## config.mk

```make
export PLATFORM = sky130hd
export DESIGN_NAME = scanout_controller
export DESIGN_NICKNAME = d
export VERILOG_FILES = /design/src/rtl/scanout_controller.sv
export SDC_FILE = /design/constraint.sdc
export NUM_CORES = 1
export LEC_CHECK = 0
export CAP_MARGIN = 0
export CELL_PAD_IN_SITES_DETAIL_PLACEMENT = 1
export CELL_PAD_IN_SITES_GLOBAL_PLACEMENT = 2
export CORE_ASPECT_RATIO = 0.6
export CORE_MARGIN = 5
export CORE_UTILIZATION = 35
export CTS_CLUSTER_DIAMETER = 100
export CTS_CLUSTER_SIZE = 40
export DETAILED_ROUTE_END_ITERATION = 12
export GPL_TIMING_DRIVEN = 0
export PLACE_DENSITY = 0.82
export SETUP_SLACK_MARGIN = 0.05
export SKIP_LAST_GASP = 1
export SLEW_MARGIN = 5
export SYNTH_ARGS = -nofsm -noshare
export SYNTH_HDL_FRONTEND = slang
export SYNTH_SLANG_ARGS = --single-unit
```

## constraint.sdc

```tcl
create_clock -name clk -period 2.6 [get_ports clk]
set_input_delay 0.65 -clock clk [delete_from_list [all_inputs] [get_ports clk]]
set_output_delay 0.65 -clock clk [all_outputs]
set_load 0.03 [all_outputs]
```

## src/rtl/scanout_controller.sv

```systemverilog
// scanout_controller
//   Generates 640x480@60 VGA timing from a 50 MHz clock (25 MHz pixel rate
//   via an internal clock-enable) and scans a 256x240 framebuffer out as a
//   2x-doubled 512x480 window placed at column H_OFFSET.
//
// Parameters
//   H_OFFSET     first visible column of the doubled window (0..128)
//   BORDER_COLOR pixel value for visible area outside the window
//
// Build option
//   SCANOUT_BORDER_EN  when defined, visible pixels outside the window show
//                      BORDER_COLOR; otherwise they show 8'h00.
//
// Ports
//   clk          system clock, 50 MHz (framebuffer read port shares it)
//   rst_n        asynchronous active-low reset
//   en           scanout enable; low parks the timing at (0,0)
//   rd_addr      framebuffer read address {y_img, x_img}
//   rd_data      framebuffer read data, valid one clk after rd_addr
//   pixel        RGB332 pixel to the DAC
//   hsync_n      active-low horizontal sync
//   vsync_n      active-low vertical sync
//   de           data enable, high in the visible 640x480 area
//   vblank       high while the vertical counter is at or beyond line 480
//   frame_start  one-clk pulse when the counters wrap to (0,0)
module scanout_controller #(
  parameter int unsigned H_OFFSET     = 64,
  parameter logic [7:0]  BORDER_COLOR = 8'h25
) (
  input  logic        clk,
  input  logic        rst_n,
  input  logic        en,
  output logic [15:0] rd_addr,
  input  logic [7:0]  rd_data,
  output logic [7:0]  pixel,
  output logic        hsync_n,
  output logic        vsync_n,
  output logic        de,
  output logic        vblank,
  output logic        frame_start
);

  localparam logic [9:0] H_LAST    = 10'd799;
  localparam logic [9:0] H_VIS     = 10'd640;
  localparam logic [9:0] HS_FIRST  = 10'd656;
  localparam logic [9:0] HS_LAST   = 10'd751;
  localparam logic [9:0] V_LAST    = 10'd524;
  localparam logic [9:0] V_VIS     = 10'd480;
  localparam logic [9:0] VS_FIRST  = 10'd490;
  localparam logic [9:0] VS_LAST   = 10'd491;
  localparam logic [9:0] WIN_FIRST = 10'(H_OFFSET);
  localparam logic [9:0] WIN_END   = WIN_FIRST + 10'd512;

`ifdef SCANOUT_BORDER_EN
  localparam logic [7:0] OUTSIDE_COLOR = BORDER_COLOR;
`else
  // Border disabled: the parameter is masked out so it has no effect.
  localparam logic [7:0] OUTSIDE_COLOR = BORDER_COLOR & 8'h00;
`endif

  logic        pixCe_r;
  logic [9:0]  hCnt_r;
  logic [9:0]  vCnt_r;
  logic [15:0] rdAddr_r;
  logic [7:0]  pixel_r;
  logic        de_r;
  logic        hsyncN_r;
  logic        vsyncN_r;
  logic        frameStart_r;

  logic [9:0]  hNext_s;
  logic [9:0]  vNext_s;
  logic        nextInWin_s;
  logic [7:0]  xImg_s;
  logic [7:0]  yImg_s;
  logic [15:0] nextAddr_s;
  logic        curVis_s;
  logic        curInWin_s;
  logic        curHs_s;
  logic        curVs_s;
  logic        wrap_s;
  logic [7:0]  curPix_s;

  // Counter position for the coming pixel period
  always_comb begin
    hNext_s = hCnt_r;
    vNext_s = vCnt_r;
    if (hCnt_r == H_LAST) begin
      hNext_s = 10'd0;
      if (vCnt_r == V_LAST) begin
        vNext_s = 10'd0;
      end else begin
        vNext_s = vCnt_r + 10'd1;
      end
    end else begin
      hNext_s = hCnt_r + 10'd1;
    end
  end

  // Framebuffer address for the coming position (fetched one pixel ahead)
  always_comb begin
    nextInWin_s = (hNext_s >= WIN_FIRST) && (hNext_s < WIN_END) && (vNext_s < V_VIS);
    xImg_s      = 8'((hNext_s - WIN_FIRST) >> 10'd1);
    yImg_s      = 8'(vNext_s >> 10'd1);
    if (nextInWin_s) begin
      nextAddr_s = {yImg_s, xImg_s};
    end else begin
      nextAddr_s = 16'h0000;
    end
  end

  // Attributes of the position currently held by the counters; these become
  // the outputs at the next pixel edge, when its fetched data has arrived.
  always_comb begin
    curVis_s   = (hCnt_r < H_VIS) && (vCnt_r < V_VIS);
    curInWin_s = (hCnt_r >= WIN_FIRST) && (hCnt_r < WIN_END) && (vCnt_r < V_VIS);
    curHs_s    = (hCnt_r >= HS_FIRST) && (hCnt_r <= HS_LAST);
    curVs_s    = (vCnt_r >= VS_FIRST) && (vCnt_r <= VS_LAST);
    wrap_s     = (hCnt_r == H_LAST) && (vCnt_r == V_LAST);
    if (curInWin_s) begin
      curPix_s = rd_data;
    end else if (curVis_s) begin
      curPix_s = OUTSIDE_COLOR;
    end else begin
      curPix_s = 8'h00;
    end
  end

  // Pixel enable, counters, read address and registered video outputs.
  // Disable and reset both park everything at (0,0) with pix_ce low, so the
  // first pixel edge after a restart lands exactly one clk later.
  always_ff @(posedge clk or negedge rst_n) begin
    if (!rst_n) begin
      pixCe_r      <= 1'b0;
      hCnt_r       <= 10'd0;
      vCnt_r       <= 10'd0;
      rdAddr_r     <= 16'h0000;
      pixel_r      <= 8'h00;
      de_r         <= 1'b0;
      hsyncN_r     <= 1'b1;
      vsyncN_r     <= 1'b1;
      frameStart_r <= 1'b0;
    end else if (!en) begin
      pixCe_r      <= 1'b0;
      hCnt_r       <= 10'd0;
      vCnt_r       <= 10'd0;
      rdAddr_r     <= 16'h0000;
      pixel_r      <= 8'h00;
      de_r         <= 1'b0;
      hsyncN_r     <= 1'b1;
      vsyncN_r     <= 1'b1;
      frameStart_r <= 1'b0;
    end else begin
      pixCe_r      <= ~pixCe_r;
      frameStart_r <= 1'b0;
      if (pixCe_r) begin
        hCnt_r       <= hNext_s;
        vCnt_r       <= vNext_s;
        rdAddr_r     <= nextAddr_s;
        frameStart_r <= wrap_s;
        pixel_r      <= curPix_s;
        de_r         <= curVis_s;
        hsyncN_r     <= ~curHs_s;
        vsyncN_r     <= ~curVs_s;
      end else begin
        hCnt_r       <= hCnt_r;
        vCnt_r       <= vCnt_r;
        rdAddr_r     <= rdAddr_r;
        pixel_r      <= pixel_r;
        de_r         <= de_r;
        hsyncN_r     <= hsyncN_r;
        vsyncN_r     <= vsyncN_r;
      end
    end
  end

  assign rd_addr     = rdAddr_r;
  assign pixel       = pixel_r;
  assign de          = de_r;
  assign hsync_n     = hsyncN_r;
  assign vsync_n     = vsyncN_r;
  assign frame_start = frameStart_r;
  assign vblank      = (vCnt_r >= V_VIS);

endmodule
```

Word level (Yosys, flattened, before mapping)

Cells that the tools add are included.

Output and inout port bits: 29
Logic and storage cells: 60
Register bits: 49

Bitwise logic cells: 3
Muxes and demuxes: 22
Reductions and logical operators: 8
Add/sub/neg operators: 3
Equality and inequality tests: 3
Order comparisons: 12

Operators by type and width:

| cell                                                                               | number |
|---|---|
| 10-bit two-way mux                                                                 | 7 |
| 16-bit two-way mux                                                                 | 3 |
| 10-bit less-than comparator (second input constant)                                | 3 |
| 8-bit two-way mux                                                                  | 3 |
| 10-bit by 1-bit adder with 10-bit output (second input constant)                   | 2 |
| 10-bit == test (second input constant)                                             | 2 |
| 10-bit by 7-bit >= comparator with 1-bit output (second input constant)            | 2 |
| 10-bit by 9-bit >= comparator with 1-bit output (second input constant)            | 2 |
| 10-bit by 9-bit less-than comparator with 1-bit output (second input constant)     | 2 |
| 10-bit >= comparator (second input constant)                                       | 1 |
| 10-bit less-or-equal comparator (second input constant)                            | 1 |
| 10-bit by 9-bit less-or-equal comparator with 1-bit output (second input constant) | 1 |
| 1-bit two-way mux                                                                  | 9 |
| 9-bit by 7-bit subtractor with 9-bit output (second input constant)                | 1 |
| 1-bit logical AND                                                                  | 8 |
| 1-bit inverter                                                                     | 3 |
| 2-bit by 1-bit != test with 1-bit output (second input constant)                   | 1 |

Logic depth before layout (Yosys ltp)

Gate-level depths: netlist of run 1.

Word-level depth: 8
Depth in mapped cells: 10
Depth with buffers taken out: 9

Worst setup path after synthesis of run 1

Ideal clock, no wire load.

Path type: reg2reg
Start: reg hCnt_r[1]
End: reg rdAddr_r[7] (netlist: rd_addr[7])
Cell stages (with the launch flop): 10
Period minus slack after synthesis: 2.301 ns
Required time: 2.478 ns
Arrival time: 2.179 ns
Setup slack: 0.299 ns
Cells stage by stage: dfrtp_1 ha_1 nand3_4 nor2_1 xnor2_1 ha_1 and4bb_1 a32oi_2 buf_4 a32o_1

Longest elaborated chain between the ends: 8

Ends and longest elaborated chain:

| what                                                                                                  | line   | text |
|---|---|---|
| start: declaration                                                                                    | 62     | `logic [9:0] hCnt_r;` |
| start signal: assignment                                                                              | 157    | `hCnt_r <= hNext_s;` |
| start signal: assignment                                                                              | 166    | `hCnt_r <= hCnt_r;` |
| 10-bit by 1-bit adder with 10-bit output / 10-bit == test (equally long branches)                     | 96, 88 |  |
| 10-bit two-way mux                                                                                    | 88     | `if (hCnt_r == H_LAST) begin` |
| 10-bit by 7-bit >= comparator with 1-bit output / 10-bit less-than comparator (equally long branches) | 102    | `nextInWin_s = (hNext_s >= WIN_FIRST) && (hNext_s < WIN_END) && (vNext_s < V_VIS);` |
| 1-bit logical AND (2 in a row)                                                                        | 102    |  |
| 16-bit two-way mux *                                                                                  | 105    | `if (nextInWin_s) begin` |
| 16-bit two-way mux *                                                                                  | 156    | `if (pixCe_r) begin` |
| 16-bit two-way mux *                                                                                  | 143    | `end else if (!en) begin` |
| end signal: assignment                                                                                | 159    | `rdAddr_r <= nextAddr_s;` |
| end signal: assignment                                                                                | 168    | `rdAddr_r <= rdAddr_r;` |
| end: declaration                                                                                      | 64     | `logic [15:0] rdAddr_r;` |

Mark *: on every way between the ends. The rest lies on a longest branch, timed or not. The select of a mux whose other input is x is not followed.
A chain may end at the register's enable or synchronous reset.

Worst setup path after layout of run 1

Start: reg hCnt_r[1]
End: reg rdAddr_r[8] (netlist: rd_addr[8])

The elaborated chain is that of the path after synthesis.

==> results by stage, run 1 <==
Status:
- The run finished with clean final reports.

Final layout:
- The number of nets in the layout is around 330.
- Relative to the synthesized area, the layout overhead comes to 27.5%.
- The number of antenna cells inserted is 0.
- The finished cells cover 0.00343 sq mm.
- In the final layout, the multi-input gates occupy ~0.0014 sq mm.
- For this run, the share of the core covered by cells in the final layout is 0.466.
- The count of fill cells added during filler insertion is 806.
- In the final layout, flip-flops and latches occupy around 0.0012 sq mm.
- The share of final-layout standard cells stronger than drive strength 1 is 0.123.

Clocking:
- At the later pin of the worst-skew pair, clock insertion delay measures 300 ps.
- The total clock buffers created by CTS is 5.
- The TritonCTS clock tree is yes.
- The clock-pin slew on the worst setup and hold paths is 70 ps.
- The clock passes through at most 2 buffers.
- The tree is rooted in a clkbuf_16.
- After clock tree synthesis, the flow added hold-fix buffers numbering 0.
- The count of H-tree levels built during CTS is 2.
- The number of sinks on the clock net is a little under 50.

Critical path:
- The largest single stage delay on the critical path is 450 ps.
- STA classifies the critical path startpoint as a flip-flop.
- STA puts the critical path data required time at 2780 ps.
- The element type at the critical path end is a flip-flop.
- The signal arrival time at the worst endpoint is 2650 ps.
- The critical path in this run is classified as flip-flop to flip-flop.
- The buffer and inverter count on the worst path is 1.
- The highest fanout seen on the critical path is 10.
- The critical path goes through ha_4 > nand3_4 > nor2_1 > xnor2_1 > ha_1 > and4bb_2 > a32oi_4 > buf_4 > a32o_1.
- The library cell contributing the largest single delay on the critical path is dfrtp_2.
- The cell class contributing the biggest share of worst-path delay is simple AND/OR/NAND/NOR gates.

Floorplanning:
- For this configuration, the core starts out at a cell density of 0.365.
- The floorplan step set the die width to 123 um.
- During I/O placement, the number of pins put on the boundary was 40.
- The die outline area is between 0.009 and 0.01 sq mm.
- The floorplan step defined a core boundary enclosing 0.00736 sq mm.
- The die is 77.9 um tall.
- After floorplanning, the core was divided into 24 placement rows.

Routing:
- The average detailed-routed wire length per instance is 18.1 um.
- The detailed-route via count is 2,207.
- Dividing the detail-routed via count by the number of cells gives 5.36.
- The sum of routed wire length over all layers is 7450 um.
- After the first detailed-routing iteration, the DRC count stood at 137.
- For this run, design rule violations remaining after detail routing come to 0.
- The count of TritonRoute iterations in the first routing pass is 4.
- The number of antenna-violating nets in the routed design is 0.

Power:
- The clock network fraction of total power is 0.410.
- The power share of the combinational group is 0.102.
- Dividing total power by cell area gives a power density of roughly 470 mW/mm^2.
- The analysis attributes to cell leakage a power of 1.43 nW.
- The internal power of the cells is 0.00120 W.
- The switching share of power is 0.257.
- The net switching power figure is 0.000414 W.
- The sequential fraction of design power is 0.488.
- Across the VDD grid, the largest voltage drop is 292 uV.

Min path:
- The type of the worst min-delay path is input port to asynchronous set/reset pin.

STA:
- Setup repair after global routing left no endpoint under its margin.
- In the finished design, the share of the clock period the worst path needs comes to 0.949.
- The worst clock skew is 7.37 ps.
- The setup total negative slack is 0 ps.
- The final count of negative-setup-slack endpoints is 0.
- The final hold violation count is 0.
- The worst slew margin relative to its limit is 0.568.
- The final period demand of the worst path is 2470 ps.
- The number of max-slew violations in the final report is 0.
- After layout, the worst setup slack is 133 ps.
- For the pin with the worst max-slew slack, the measured transition is 645 ps.
- Timing would allow up to 0.405 GHz.

Yosys:
- Synthesis instantiated 52 different standard cells from the library.
- The sequential-to-total area share from yosys stat is 0.457.
- The flip-flop and latch count after synthesis is 49.
- The number of nets in the synthesized netlist is 276.
- Each instance of the synthesized netlist takes up on average 10.4 sq um.
- The total standard cell area after synthesis is 0.00269 sq mm.
- Sorting the synthesized cells by area gives the leading types as dfrtp_1 (44%), a32o_1 (5.6%), xnor2_1 (4.9%).
- In the synthesized netlist the dominant register cell turns out to be dfrtp_1.
- The cell taking the most area after synthesis is dfrtp_1.
- By count the netlist is led by dfrtp_1 (47), nand2_1 (22), nor2_1 (18).
- The synthesis warning total is 0.
- Yosys instantiated no cell more often than dfrtp_1.
- The number of enable flip-flop cells after synthesis is 0.
- After synthesis, the share of flip-flops with an asynchronous set or reset is 1.00.
- Synthesis handed over a netlist of approximately 260 instances.
- The share of the synthesized area in the top cell type is 0.437.

GRT:
- The largest net degree at the start of global routing is 35.
- The number of global-route vias before repair is 2,296.
- The global-route wire length before repair is 12,200 um.
- In the global route stage, overall resource usage came out at 0.163.
- The initial antenna violation count is 0.
- The final global-route overflow total is 0.

Placed design:
- The count of buffers added on input and output ports is 39.
- The post-place setup slack is -325 ps.
- The instance area after placement is 0.00322 sq mm.
- The last weighted congestion value of the routability-driven placer is 0.849.
- The final HPWL from detailed placement is 5610 um.

Run:
- Max-cap violations in this run came to 0.
layer usage:
metal / global-route usage / up-vias / part of all wire
met3: 0.0400 / 6 / 0.034
met4: 0.0398 / 0 / 0.0098
met1: 0.230 / 1140 / 0.50
met5: 0 / - / 0
li1: - / 1034 / -
met2: 0.251 / 27 / 0.46
state kept, by name (all words and copies together) (netlist names):
register and count:
hsync_n 1, pixel 8, vsync_n 1, rd_addr 16, vCnt_r 10, pixCe_r 1
frame_start 1, de 1, hCnt_r 10
layout by cell type, fill, tap and decap left out, types with 3 or more instances in the layout:
cell type	n
clkbuf_16	5
xor2_1	5
nor2b_1	5
nand4b_1	4
xnor2_1	15
o21a_1	3
nand2b_1	3
nand2_1	22
nand3_1	6
nor2_1	16
a21o_1	9
dfrtp_1	45
a21oi_1	3
o21ai_0	5
a32o_1	15
and2_1	5
buf_2	3
inv_1	8
nor3_1	8
clkbuf_1	8
buf_4	6
a22o_1	9
and3_1	4
or3_1	3
nand4_1	3
ha_1	6
clkdlybuf4s50_1	37
cell families (layout without fill, tap and decap cells):
logic type / after synthesis / after routing / synth area share
buf+inv: 27 / 77 / 0.0484
simple gates: 94 / 94 / 0.205
flops: 49 / 49 / 0.457
fa+ha+maj: 7 / 7 / 0.0326
mux: 2 / 2 / 0.00745
compound gates: 59 / 59 / 0.185
xor+xnor: 20 / 20 / 0.0651
worst paths after layout:
path                             from    endpoint  slack, ps  cells past startpoint
setup / recovery            hCnt_r[1]  rd_addr[8]        130                      9
hold / removal                  rst_n   hCnt_r[4]        270                      1
setup reg to reg            hCnt_r[1]  rd_addr[8]        130                      9
hold reg to reg            rd_addr[3]  rd_addr[3]        490                      1
max in group asynchronous       rst_n   hCnt_r[0]       1800                      2
min in group clk           rd_addr[3]  rd_addr[3]        490                      1
worst reg2reg max path: stages, from the launching register on:
cell and delay [ps]:
dfrtp_2 450, ha_4 210, nand3_4 170, nor2_1 190
xnor2_1 180, ha_1 230, and4bb_2 310, a32oi_4 150
buf_4 230, a32o_1 230
through the flow:
stage	instances	total power, W	hold slack [ps]
4_1_cts	410	0.00164	284
6_report	412	0.00161	272
3_3_place_gp	401	0.000949	474
5_1_grt	412	0.00169	304
3_5_place_dp	402	0.000956	483
2_1_floorplan	258	0.000877	354
power groups by stage:
| stage | Clock [W] | Sequential (W) | Combinational [W] |
|---|---|---|---|
| floorplan | 0 | 0.000810 | 0.0000672 |
| global placement | 0 | 0.000797 | 0.000153 |
| detailed placement | 0 | 0.000797 | 0.000159 |
| CTS | 0.000689 | 0.000784 | 0.000163 |
| global route | 0.000727 | 0.000786 | 0.000180 |
| finish | 0.000660 | 0.000784 | 0.000164 |
what timing repair did:
item                                    4_1_cts  5_1_grt
cloned                                        0        0
pin swaps                                     1        2
resized for setup                             9        5
setup buffers                                 0        3
endpoints found under the setup margin       32       14
area by class of cell:
cell class              count  share of cell area
repair buffers             43               0.123
inverters                   8             0.00876
clock buffers               5              0.0365
clock inverters             3             0.00620
plain buffers              18              0.0285
multi-input cells         182               0.400
well taps                 104              0.0380
flip-flops and latches     49               0.359
No activity file was read; power rests on OpenSTA's default activity.
==> run 2, diff against run 1 <==
--- a/config.mk
+++ b/config.mk
@@ -17,6 +17,7 @@
 export GPL_TIMING_DRIVEN = 0
 export PLACE_DENSITY = 0.82
 export SETUP_SLACK_MARGIN = 0.05
+export SKIP_CTS_REPAIR_TIMING = 1
 export SKIP_LAST_GASP = 1
 export SLEW_MARGIN = 5
 export SYNTH_ARGS = -nofsm -noshare
==> results by stage, run 2 (synthesized netlist as in run 1, its figures left out) <==
Status:
- Run status: complete, no violations (unchanged).

STA:
- Setup repair after global routing missed its margin: no (unchanged).
- The final hold violation count was 0 (unchanged).
- The final count of negative-setup-slack endpoints came to 0 (unchanged).
- The number of max-slew violations in the final report was 0 (unchanged).
- The maximum clock rate came to 0.404 GHz (was 0.405 GHz).
- The transition time at the pin with the least slew margin was 621 ps (was 645 ps).
- The setup total negative slack is 0 ps (unchanged).
- The final period demand of the worst path is 2470 ps (about the same).
- The final clock period utilization by the worst path came to 0.951 (was 0.949).
- The worst slew margin relative to its limit is 0.584 (was 0.568).
- The worst clock skew is 7.85 ps (was 7.37 ps).

Floorplanning:
- The cell row count came to 24 (unchanged).
- The starting utilization of the core area was 0.365 (unchanged).
- The total I/O pin count came to 40 (unchanged).
- The die outline area is 0.00959 sq mm (unchanged).
- The core area is 0.00736 sq mm (unchanged).
- The floorplan die height is 77.9 um (unchanged).
- The die boundary width was 123 um (unchanged).

Clocking:
- The deepest clock path buffer count came to 2 (unchanged).
- The number of sinks on the clock net is 49 (unchanged).
- The count of H-tree levels built during CTS was 2 (unchanged).
- The clock root buffer master is clkbuf_16 (unchanged).
- The total clock buffers created by CTS was 5 (unchanged).
- The clock-pin slew on the worst setup and hold paths came to 70 ps (about the same).
- The TritonCTS clock tree is yes (unchanged).
- The clock latency on the worst-skew pair was 300 ps (about the same).

Placed design:
- The instance area after placement is 0.00322 sq mm (unchanged).
- The last weighted congestion value of the routability-driven placer is 0.849 (unchanged).
- The number of buffers inserted by port buffering is 39 (unchanged).
- The final HPWL from detailed placement is 5610 um (unchanged).

Final layout:
- The leading cell type in the layout, fill and taps excluded is dfrtp_1 (unchanged).
- The post-synthesis to final-layout area growth is 27.8% (was 27.5%).
- The number of antenna cells inserted was 0 (unchanged).
- The share of final-layout standard cells stronger than drive strength 1 is 0.120 (was 0.123).
- The area of all placed cells without fillers is 0.00344 sq mm (was 0.00343 sq mm).
- Most frequent cells in the layout: dfrtp_1 (45), clkdlybuf4s50_1 (37), nand2_1 (22) (unchanged).
- The number of flip-flops under the largest register name came to 16 (unchanged).
- The number of nets in the layout is 325 (unchanged).

Power:
- The power share of the combinational group is 0.102 (about the same).
- The leakage dissipation was 1.45 nW (was 1.43 nW).
- The net switching power figure is 0.000410 W (was 0.000414 W).
- The switching share of power was 0.255 (was 0.257).
- The areal power density over the cells is 467 mW/mm^2 (was 469 mW/mm^2).
- The sequential fraction of design power was 0.489 (was 0.488).
- The clock network fraction of total power is 0.409 (was 0.410).
- The peak supply drop is 288 uV (was 292 uV).
- The internal power of the cells is 0.00120 W (about the same).

Critical path:
- The signal arrival time at the worst endpoint came to 2650 ps (about the same).
- The highest fanout seen on the critical path came to 10 (unchanged).
- The element type at the critical path end is a flip-flop (unchanged).
- The startpoint kind of the worst setup timing path is a flip-flop (unchanged).
- The worst flop-to-flop path endpoint is rd_addr[8] (unchanged).
- The origin of the worst setup path is hCnt_r[1] (unchanged).
- The number of cells traversed by the worst register-to-register path is 7 (was 9).
- The type of the worst setup path is flip-flop to flip-flop (unchanged).
- The data required time at the worst endpoint is 2780 ps (about the same).
- The launching point of the worst reg2reg path was hCnt_r[1] (unchanged).
- The worst-case register-to-register setup slack was 130 ps (about the same).
- The worst setup path endpoint is rd_addr[8] (unchanged).

Min path:
- The type of the worst min-delay path was input port to asynchronous set/reset pin (unchanged).

Routing:
- The number of DRC markers in iteration 0 is 158 (was 137).
- The sum of routed wire length over all layers is 7460 um (was 7450 um).
- The average detailed-routed wire length per instance is 18.1 um (about the same).
- The topmost layer with routed signal wires is met4 (unchanged).
- The length of routed met3 wiring was 285 um (was 254 um).
- The detailed-route via count was 2,194 (was 2,207).
- The met2 layer wire length in the routed design was 3410 um (was 3390 um).
- The number of antenna-violating nets in the routed design came to 0 (unchanged).
- The detailed-route vias per instance is 5.33 (was 5.36).
- The sum of routed wire segments on met1 is 3690 um (was 3730 um).
- The remaining routing DRC violations came to 0 (unchanged).
- The count of TritonRoute iterations in the first routing pass is 4 (unchanged).

GRT:
- The final global-route overflow total is 0 (unchanged).
- The number of global-route vias before repair is 2,297 (was 2,296).
- The global-route wire length before repair was 12,100 um (was 12,200 um).
- The initial antenna violation count is 0 (unchanged).
- The total global routing track utilization is 0.162 (was 0.163).
- The largest net degree at the start of global routing is 35 (unchanged).

Run:
- The number of max-cap violations came to 0 (unchanged).
==> run 2: how the worst min path moves through the flow <==
stage	to	slack [ps]	depth (start not counted)
3_3_place_gp	rd_addr[1]	470	1
2_1_floorplan	de	350	0
6_report	hCnt_r[4]	270	1
4_1_cts	hCnt_r[4]	280	1
3_5_place_dp	rd_addr[3]	480	1
5_1_grt	hCnt_r[4]	300	1
==> run 2: routing by layer <==
metal / vias up / global-route usage
met3: 6 / 0.0400
met2: 33 / 0.251
met4: 0 / 0.0398
met1: 1124 / 0.228
met5: - / 0
li1: 1031 / -
==> run 2: power by group through the flow <==
stage               Sequential [W]  Clock (W)  Combinational, W
floorplan                 0.000810          0         0.0000672
global placement          0.000797          0          0.000153
detailed placement        0.000797          0          0.000159
CTS                       0.000782   0.000689          0.000160
global route              0.000786   0.000727          0.000180
finish                    0.000784   0.000657          0.000164
==> run 2: layout make-up <==
cell class	instances	area (sq um)
inverters	8	30.0
repair buffers	43	430
flip-flops and latches	49	1230
clock buffers	5	125
clock inverters	3	21.3
plain buffers	18	97.6
multi-input cells	182	1370
fillers	806	3920
well taps	104	130
==> run 2: stage by stage <==
stage	hold WS [ps]	cells	utilization	total power [W]	setup slack, ps
CTS	284	410	0.458	0.00163	-367
global placement	474	401	0.436	0.000949	-623
detailed placement	483	402	0.438	0.000956	-325
floorplan	354	258	-	0.000877	299
finish	274	412	0.467	0.00160	127
global route	304	412	0.467	0.00169	54.9
==> run 2: worst max-delay path, cell delays in order (launching register included) <==
cell and delay [ps]:
dfrtp_2 450, ha_4 200, nand3_4 170, or3_1 560, o21ai_1 310, a32oi_4 220, buf_4 220, a32o_1 230
